$ cat src/rtl/rr_hold_scheduler.sv
// rr_hold_scheduler: round-robin owner of one shared resource. A grant is held
// until the owner strobes done, drops its request, or the hold limit expires;
// one idle cycle always separates consecutive grants.
module rr_hold_scheduler #(
    parameter int N        = 4,
    parameter int MAX_HOLD = 16
) (
    input  logic                 clk,
    input  logic                 rst,
    input  logic                 en,
    input  logic [N-1:0]         req,
    input  logic [N-1:0]         done,
    output logic [N-1:0]         gnt,
    output logic [$clog2(N)-1:0] gnt_id,
    output logic                 gnt_valid,
    output logic                 timeout
);

    localparam int IW = $clog2(N);
    // A zero MAX_HOLD disables the limit; keep a 1-bit counter so widths stay legal.
    localparam int HW = (MAX_HOLD > 0) ? $clog2(MAX_HOLD + 1) : 1;
    localparam logic [HW-1:0] HOLD_LAST = HW'((MAX_HOLD > 0) ? MAX_HOLD - 1 : 0);
    localparam logic [HW-1:0] HOLD_SAT  = '1;
    localparam logic [IW-1:0] LAST_ID   = IW'(N - 1);

    typedef enum logic {
        IDLE = 1'b0,
        BUSY = 1'b1
    } state_t;

    state_t          state, state_nxt;
    logic [IW-1:0]   ptr, ptr_nxt;
    logic [IW-1:0]   gnt_id_nxt;
    logic [N-1:0]    gnt_nxt;
    logic [HW-1:0]   hold_cnt, hold_nxt;
    logic            timeout_nxt;
    logic [IW-1:0]   pick;
    logic            pick_ok;
    logic            rel_done, rel_req, rel_hold, release_now;

    // Round-robin scan: first set request starting at ptr, wrapping modulo N.
    always_comb begin
        int unsigned idx;
        idx     = 0;
        pick    = '0;
        pick_ok = 1'b0;
        for (int unsigned i = 0; i < N; i++) begin
            idx = (32'(ptr) + i) % N;
            if (!pick_ok && req[idx]) begin
                pick    = IW'(idx);
                pick_ok = 1'b1;
            end
        end
    end

    // Release conditions for the current owner.
    always_comb begin
        rel_done    = done[gnt_id];
        rel_req     = !req[gnt_id];
        rel_hold    = (MAX_HOLD != 0) && (hold_cnt == HOLD_LAST);
        release_now = rel_done || rel_req || rel_hold;
    end

    // Next-state and next-output logic for the IDLE/BUSY controller.
    always_comb begin
        state_nxt   = state;
        gnt_nxt     = gnt;
        gnt_id_nxt  = gnt_id;
        ptr_nxt     = ptr;
        hold_nxt    = hold_cnt;
        timeout_nxt = 1'b0;
        case (state)
            IDLE: begin
                if (en && pick_ok) begin
                    gnt_nxt       = '0;
                    gnt_nxt[pick] = 1'b1;
                    gnt_id_nxt    = pick;
                    hold_nxt      = '0;
                    state_nxt     = BUSY;
                end
            end
            BUSY: begin
                if (hold_cnt != HOLD_SAT) begin
                    hold_nxt = hold_cnt + HW'(1);
                end
                if (release_now) begin
                    gnt_nxt     = '0;
                    ptr_nxt     = (gnt_id == LAST_ID) ? '0 : gnt_id + IW'(1);
                    state_nxt   = IDLE;
                    // Timeout is reported only when the limit alone forced the release.
                    timeout_nxt = rel_hold && !rel_done && !rel_req;
                end
            end
            default: begin
                state_nxt = IDLE;
                gnt_nxt   = '0;
            end
        endcase
    end

    // State and output registers; reset revokes any grant immediately.
    always_ff @(posedge clk or posedge rst) begin
        if (rst) begin
            state    <= IDLE;
            gnt      <= '0;
            gnt_id   <= '0;
            ptr      <= '0;
            hold_cnt <= '0;
            timeout  <= 1'b0;
        end else begin
            state    <= state_nxt;
            gnt      <= gnt_nxt;
            gnt_id   <= gnt_id_nxt;
            ptr      <= ptr_nxt;
            hold_cnt <= hold_nxt;
            timeout  <= timeout_nxt;
        end
    end

    assign gnt_valid = |gnt;

endmodule

$ cat config.mk
export PLATFORM = sky130hd
export DESIGN_NAME = rr_hold_scheduler
export DESIGN_NICKNAME = d
export VERILOG_FILES = /design/src/rtl/rr_hold_scheduler.sv
export SDC_FILE = /design/constraint.sdc
export NUM_CORES = 1
export LEC_CHECK = 0
export ABC_AREA = 1
export ABC_CLOCK_PERIOD_IN_PS = 1900
export CAP_MARGIN = 30
export CELL_PAD_IN_SITES_DETAIL_PLACEMENT = 1
export CELL_PAD_IN_SITES_GLOBAL_PLACEMENT = 2
export CORE_MARGIN = 2
export CORE_UTILIZATION = 28
export DETAILED_ROUTE_END_ITERATION = 10
export PLACE_DENSITY_LB_ADDON = 0.12
export SYNTH_ARGS = -nofsm -noshare
export SYNTH_HDL_FRONTEND = slang
export SYNTH_SLANG_ARGS = --single-unit
$ cat constraint.sdc
create_clock -name clk -period 1.9 [get_ports clk]
set_input_delay 0.38 -clock clk [delete_from_list [all_inputs] [get_ports clk]]
set_output_delay 0.38 -clock clk [all_outputs]
set_load 0.01 [all_outputs]
==> flow_summary.json <==
{
  "netlist_area_mm2": 0.00105,
  "insertion_delay_ps": 250,
  "nets": 193,
  "synth_most_common_cell": "nand2_1",
  "grt_pass1_vias": 1086,
  "drive_gt1_share_pct": 13.0,
  "leakage_nw": 0.727,
  "synthArstFlopShare_pct": 100,
  "grt_max_degree": 16,
  "ir_drop_mv": 0.524,
  "skew_ps": 7.03,
  "clk_path_buf_depth": 2,
  "drt_iter0_drc": 38,
  "final_util_pct": 37.7,
  "dp_slack_ps": -111,
  "htree_levels": 1,
  "drc": 0,
  "cts_sinks": 15,
  "pin_count": 19,
  "core_mm2": 0.00363,
  "cts-root-buf": "clkbuf_8",
  "gr-total-overflow": 0,
  "worst_pin_slew_ps": 591,
  "hpwl_mm": 2.32,
  "synth-warning-count": 0,
  "crit_fanout": 3,
  "final_hold_viol_count": 0,
  "arrival_ps": 1410,
  "relSlewSlack_pct": 60.5,
  "synth_top_cell_by_area": "dfrtp_1",
  "synth_area_leaders": "dfrtp_1 (36%), nand2_1 (20%), nand3_1 (8.1%)",
  "period_minus_slack_ps": 1790,
  "rsz0062_at_grt": "no",
  "p_per_area_mw_per_mm2": 1550,
  "status": "completed",
  "hp-class": "in2async",
  "n_antenna_cell": 0,
  "die_h_um": 65.2,
  "critPathRequiredTime_ps": 1520,
  "max_freq_ghz": 0.558,
  "ant_nets": 0,
  "viasPerCell": 4.56,
  "multi_input_area_um2": 577,
  "drt_wl_total_mm": 2.78,
  "synth_edf_count": 0,
  "vias": 1026,
  "seqCellArea_um2": 377,
  "cts_buffers": 3,
  "place.gp.congestion": 0.768,
  "fin_crit_sh_pct": 94.3,
  "ys_seq_area_share_pct": 35.8,
  "initial_core_util_pct": 28.9,
  "nFillCells": 461,
  "max_cap_viol_count": 0,
  "start_kind": "flop",
  "die_w_um": 65.2,
  "netlist.area_leader.share_pct": 35.8,
  "cts_tree": "yes",
  "post_drt_wl_per_cell_um": 12.4,
  "netlist_instances": 150,
  "synth_cell_types": 22,
  "r2r_cells": 7,
  "rows": 22,
  "netlist_top_cells_count": "nand2_1 (56), nand3_1 (17), inv_1 (16), dfrtp_1 (15), nor2_1 (9)",
  "dr.pass1.iters": 4,
  "synth_top_flop_cell": "dfrtp_1",
  "timing.final.ws_setup_ps": 108,
  "io_buffers": 18,
  "grt_pass1_wl_mm": 4.91,
  "synth_nets": 165,
  "synth-seq-cells": 15,
  "whs_ps": 490,
  "antenna_found_initial": 0,
  "setup_viol": 0,
  "endpoint_kind": "output port",
  "setup_tns_ps": 0,
  "path_class": "reg2out",
  "avgSynthCellArea_um2": 7.00,
  "cts.clk_slew.worst_paths_ps": 70,
  "track_usage_pct": 14.6,
  "slew_violations": 0,
  "die_area_mm2": 0.00425,
  "area_growth_pct": 30.4
}
[layout make-up]
cell class | instances | share of cell area [%]
Inverter | 17 | 4.84
Clock inverter | 1 | 0.366
Multi-Input combinational cell | 115 | 42.1
Timing Repair Buffer | 26 | 17.7
Sequential cell | 15 | 27.5
Clock buffer | 3 | 3.02
Tap cell | 48 | 4.39
[through the flow]
step                cell area, um2  instances  total power, mW
floorplan                     1050        150             1.45
global placement              1310        220             1.84
detailed placement            1310        220             1.88
CTS                           1350        224             2.13
global route                  1370        225             2.37
finish                        1370        225             2.13
[cell usage in the layout (no fill, tap or decap), drive strengths merged]
cell           instances
clkdlybuf4s50         16
clkbuf                 3
o21ai                  5
nand2                 61
nand3                 17
nand3b                 3
a21oi                  2
o21bai                 1
or4                    1
a21boi                 1
dlymetal6s2s           1
xor2                   2
and3                   1
nor2                  11
o22ai                  1
o31ai                  1
nand4                  4
buf                    8
dfrtp                 15
clkinv                 1
inv                   17
ha                     4
clkdlybuf4s15          1
[worst paths after layout]
check | startpoint | to | slack, ps
worst max-delay path | gnt[2] | gnt_valid | 110
max in group asynchronous | rst | ptr[0] | 980
worst min-delay path | rst | gnt[0] | 490
worst min register to register | hold_cnt[0] | hold_cnt[0] | 510
min in group clk | hold_cnt[0] | hold_cnt[0] | 510
worst max register to register | hold_cnt[0] | hold_cnt[3] | 150
[metal layers]
metal / up-vias / track usage [%] / part of all wire [%]
li1: 536 / - / -
met1: 482 / 18.6 / 49
met2: 4 / 26.1 / 50
met3: 4 / 1.54 / 0.76
met4: 0 / 3.91 / 1.1
met5: - / 0 / 0
[registers in the layout, indices dropped and copies added, names as in the netlist]
signal / flops
ptr: 2
gnt_id: 2
gnt: 4
hold_cnt: 5
state: 1
timeout: 1
[cells by family (layout without fill, tap and decap cells)]
family	Yosys count	after routing	share of synthesized area [%]
simple gates	98	98	41.4
compound gates	11	11	7.15
buf+inv	20	47	9.30
flops	15	15	35.8
fa+ha+maj	4	4	4.77
xor+xnor	2	2	1.67
[critical path, cell delays in order (launching register included)]
cell and delay [ps]:
dfrtp_1 390, or4_1 520, clkdlybuf4s15_1 240
[repair_timing]
action | CTS | global route
pin swaps | 0 | 1
hold buffers | 0 | 0
resized for setup | 1 | 5
buffers inserted | 0 | 1
endpoints found under the setup margin | 1 | 4
[power breakdown]
part           switching (mW)  leakage (nW)  internal (mW)
Sequential              0.130         0.192          0.442
Clock                   0.117        0.0255          0.145
Combinational           0.768         0.510          0.524
No activity file was read; power rests on OpenSTA's default activity.
